File: src/rtl/servile_mux_pkg.sv
// Shared bus widths and address-decode constants for the servile data-bus splitter.
package servile_mux_pkg;

    localparam int unsigned WB_ADR_W = 32;
    localparam int unsigned WB_DAT_W = 32;
    localparam int unsigned WB_SEL_W = 4;

    // Decode field: the top two address bits choose the target region.
    localparam int unsigned DEC_MSB = 31;
    localparam int unsigned DEC_LSB = 30;

    // Region code that routes to the internal memory; every other code goes external.
    localparam logic [1:0] MEM_REGION = 2'b00;

    // True when the byte address falls outside the memory region.
    function automatic logic is_ext_region(input logic [WB_ADR_W-1:0] adr);
        return (adr[DEC_MSB:DEC_LSB] != MEM_REGION);
    endfunction

endpackage

File: src/rtl/servile_mux.sv
// Wishbone splitter between the servile CPU data bus and two targets (mem, ext).
// Routing is purely combinational; clock and reset only drive the optional
// simulation signature/halt monitor.
module servile_mux
    import servile_mux_pkg::*;
#(
    parameter int unsigned  SIM          = 0,
    parameter logic [31:0]  SIM_SIG_ADR  = 32'h8000_0000,
    parameter logic [31:0]  SIM_HALT_ADR = 32'h9000_0000
) (
    input  logic                i_clk,
    input  logic                i_rst,

    input  logic [WB_ADR_W-1:0] i_wb_cpu_adr,
    input  logic [WB_DAT_W-1:0] i_wb_cpu_dat,
    input  logic [WB_SEL_W-1:0] i_wb_cpu_sel,
    input  logic                i_wb_cpu_we,
    input  logic                i_wb_cpu_stb,
    output logic [WB_DAT_W-1:0] o_wb_cpu_rdt,
    output logic                o_wb_cpu_ack,

    output logic [WB_ADR_W-1:0] o_wb_mem_adr,
    output logic [WB_DAT_W-1:0] o_wb_mem_dat,
    output logic [WB_SEL_W-1:0] o_wb_mem_sel,
    output logic                o_wb_mem_we,
    output logic                o_wb_mem_stb,
    input  logic [WB_DAT_W-1:0] i_wb_mem_rdt,
    input  logic                i_wb_mem_ack,

    output logic [WB_ADR_W-1:0] o_wb_ext_adr,
    output logic [WB_DAT_W-1:0] o_wb_ext_dat,
    output logic [WB_SEL_W-1:0] o_wb_ext_sel,
    output logic                o_wb_ext_we,
    output logic                o_wb_ext_stb,
    input  logic [WB_DAT_W-1:0] i_wb_ext_rdt,
    input  logic                i_wb_ext_ack
);

    logic sel_ext_s;

    // Decode the target from the current address; follows the address every cycle.
    always_comb begin
        sel_ext_s = is_ext_region(i_wb_cpu_adr);
    end

    // Forward request fields to both targets and steer strobe, read data and ack.
    always_comb begin
        o_wb_mem_adr = i_wb_cpu_adr;
        o_wb_mem_dat = i_wb_cpu_dat;
        o_wb_mem_sel = i_wb_cpu_sel;
        o_wb_mem_we  = i_wb_cpu_we;
        o_wb_ext_adr = i_wb_cpu_adr;
        o_wb_ext_dat = i_wb_cpu_dat;
        o_wb_ext_sel = i_wb_cpu_sel;
        o_wb_ext_we  = i_wb_cpu_we;

        // Only the selected target ever sees a strobe, so at most one is high.
        o_wb_mem_stb = i_wb_cpu_stb & ~sel_ext_s;
        o_wb_ext_stb = i_wb_cpu_stb &  sel_ext_s;

        // Ack and read data from the unselected target are ignored.
        if (sel_ext_s) begin
            o_wb_cpu_rdt = i_wb_ext_rdt;
            o_wb_cpu_ack = i_wb_ext_ack;
        end else begin
            o_wb_cpu_rdt = i_wb_mem_rdt;
            o_wb_cpu_ack = i_wb_mem_ack;
        end
    end

    generate
        if (SIM != 0) begin : g_sim_monitor
            logic                sig_hit_d;
            logic                sig_hit_q;
            logic [WB_DAT_W-1:0] sig_dat_d;
            logic [WB_DAT_W-1:0] sig_dat_q;
            logic                halt_d;
            logic                halt_q;

            // Detect completed writes to the signature and halt addresses.
            always_comb begin
                sig_hit_d = i_wb_cpu_stb & i_wb_cpu_we & o_wb_cpu_ack &
                            (i_wb_cpu_adr == SIM_SIG_ADR);
                halt_d    = i_wb_cpu_stb & i_wb_cpu_we & o_wb_cpu_ack &
                            (i_wb_cpu_adr == SIM_HALT_ADR);
                sig_dat_d = i_wb_cpu_dat;
            end

            // Register monitor hits, log signature words and stop on a halt write.
            always_ff @(posedge i_clk) begin
                if (i_rst) begin
                    sig_hit_q <= 1'b0;
                    sig_dat_q <= {WB_DAT_W{1'b0}};
                    halt_q    <= 1'b0;
                end else begin
                    if (sig_hit_q) begin
                        $display("%08x", sig_dat_q);
                    end
                    if (halt_q) begin
                        $finish;
                    end
                    sig_hit_q <= sig_hit_d;
                    sig_dat_q <= sig_dat_d;
                    halt_q    <= halt_d;
                end
            end
        end else begin : g_no_monitor
            // Clock and reset have no function without the monitor.
            logic unused_clk_rst_s;
            assign unused_clk_rst_s = i_clk ^ i_rst;
        end
    endgenerate

endmodule

File: config.mk
export PLATFORM = sky130hd
export DESIGN_NAME = servile_mux
export DESIGN_NICKNAME = d
export VERILOG_FILES = /design/src/rtl/servile_mux_pkg.sv /design/src/rtl/servile_mux.sv
export SDC_FILE = /design/constraint.sdc
export NUM_CORES = 1
export LEC_CHECK = 0
export ABC_CLOCK_PERIOD_IN_PS = 1700
export BUFFER_PORTS_ARGS = -buffer_cell sky130_fd_sc_hd__buf_2
export CORE_AREA = 2 2 122 124
export DETAILED_ROUTE_END_ITERATION = 10
export DIE_AREA = 0 0 124 126
export PLACE_DENSITY = 0.45
export SLEW_MARGIN = 15
export SYNTH_ARGS = -nofsm -noshare
export SYNTH_HDL_FRONTEND = slang
export SYNTH_SLANG_ARGS = --single-unit
File: constraint.sdc
create_clock -name vclk -period 1.7
set_clock_uncertainty 0.1 [all_clocks]
set_input_delay 0.17 -clock vclk [all_inputs]
set_output_delay 0.17 -clock vclk [all_outputs]
set_load 0.03 [all_outputs]
==> flow_metrics.tcl <==
set metrics [dict create \
    status "finished clean" \
    fin_util 0.08287 \
    placement.io_buffers 108 \
    rsz0062_at_grt "no" \
    ios 311 \
    gr-total-overflow 0 \
    max_freq_mhz 687.4 \
    p_leak_nw 0.5668 \
    period_needed_ns 1.455 \
    tightest_slew_ns 0.1822 \
    regArea_um2 0 \
    yosysSeqAreaShare 0 \
    antenna_found_initial 0 \
    hold_buffers 0 \
    crit_fanout 35 \
    synth_mux_area_frac 0.2534 \
    drive_gt1_frac 0.9724 \
    hold_viol 0 \
    fin_crit_sh 0.8557 \
    cap_violations 0 \
    fill_cells 1658 \
    dieArea_um2 15620 \
    synth_top_family_by_area "buffers and inverters" \
    p_total_mw 0.3806 \
    drtIter0Drc 9 \
    synth.top_cells.by_area "buf_4 (71%), mux2_2 (24%), clkbuf_8 (1.9%)" \
    grt_first_pass_wirelength_mm 3.698 \
    layout_commonest_cell "buf_2" \
    start_kind "input pin" \
    endpoint_kind "output pin" \
    initial_core_util 0.1024 \
    drtPass1Iterations 2 \
    finalSetupViolCount 0 \
    synthXorXnorAreaFrac 0 \
    synth_cell_types 7 \
    synth.cell_area_um2 1466 \
    drv_slew 0 \
    gp_congestion 0.6595 \
    row_count 44 \
    seq_cell_count 0 \
    route.detailed.drc 0 \
    post_drt_wl_per_cell_um 10.35 \
    area_growth_pct -19.11 \
    p_per_area_nw_per_um2 320.9 \
    crit_required_ns 1.43 \
    die_w_um 124 \
    cts_resized 0 \
    drt-total-wl_mm 3.404 \
    synth_top_area_cell "buf_4" \
    coreArea_um2 14310 \
    grt_max_degree 36 \
    crit_type "in -> out" \
    vdd_ir_drop_max_v 0.00007596 \
    finalSetupTns_ns 0 \
    synth_top_area_frac 0.7116 \
    synthesis.instances 177 \
    synth.avg_cell_area_um2 8.285 \
    yosys.area_share.simple 0.01621 \
    grt_util_all_layers 0.03070 \
    synthAdderAreaFrac 0 \
    antenna_cells 0 \
    min_path_type "in -> out" \
    synth_fp_nets 315 \
    fp.dieH_um 126 \
    nNetsFinal 285 \
    setup_slack_ns 0.2453 \
    arrival_ns 1.18 \
    slew_headroom 0.8785 \
    ant_nets 0 \
    preCtsSetupSlack_ns 0.2369 \
    cts_setup_buffers 0 \
    ys_warn_count 0 \
    grt_pass1_vias 768 \
    clkbuf_count 0 \
    place.detailed.hpwl_mm 3.040 \
    final_cell_mix "buf_2 (108), mux2_2 (31), mux2_1 (2)" \
    synth_compound_area_frac 0 \
    viasPerCell 2.635 \
    num_vias 867 \
]
[synthesized netlist by cell type]
| cell | number |
|---|---|
| buf_4 | 139 |
| mux2_2 | 31 |
| clkbuf_8 | 2 |
| mux2_1 | 2 |
| and2_1 | 1 |
| nor2_4 | 1 |
| nor2b_1 | 1 |
[report_power, final]
group	total (mW)	switching, mW	internal, mW
sequential	0	0	0
combinational	0.381	0.219	0.161
clock	0	0	0
total	0.381	0.219	0.161
[cell type report]
| type | instances | area, um2 | area share |
|---|---|---|---|
| Tap cell | 184 | 230.2 | 0.1941 |
| Multi-Input combinational cell | 36 | 395.4 | 0.3333 |
| Timing Repair Buffer | 109 | 560.5 | 0.4726 |
[through the flow]
stage / hold slack (ns) / instance area [um2] / cells
after CTS: 0.2403 / 1186 / 329
after global placement: 0.2403 / 1186 / 329
after global routing: 0.2401 / 1186 / 329
after floorplan: 0.3717 / 1466 / 177
after detailed placement: 0.2403 / 1186 / 329
final: 0.2400 / 1186 / 329
[cell families (layout without fill, tap and decap cells)]
group / after synthesis / in the layout
buf+inv: 141 / 109
mux: 33 / 33
simple gates: 3 / 3
[path summary, 6_finish.rpt]
| path | from | to | slack, ns | cells past startpoint |
|---|---|---|---|---|
| setup / recovery | i_wb_cpu_adr[31] | o_wb_cpu_rdt[29] | 0.25 | 5 |
| hold / removal | i_wb_cpu_dat[12] | o_wb_ext_dat[12] | 0.24 | 0 |
[per-layer routing]
metal / up-vias / wire length (um) / GRT usage
li1: 360 / - / -
met1: 346 / 672 / 0.01092
met2: 128 / 1700 / 0.06917
met3: 33 / 767 / 0.01540
met4: 0 / 263 / 0.02842
met5: - / 0 / 0
[critical path, stage by stage]
cell    delay [ns]
buf_2         0.13
nor2_4        0.12
buf_12        0.20
mux2_2        0.36
buf_2         0.18
Power figures use the tool's default switching activity.
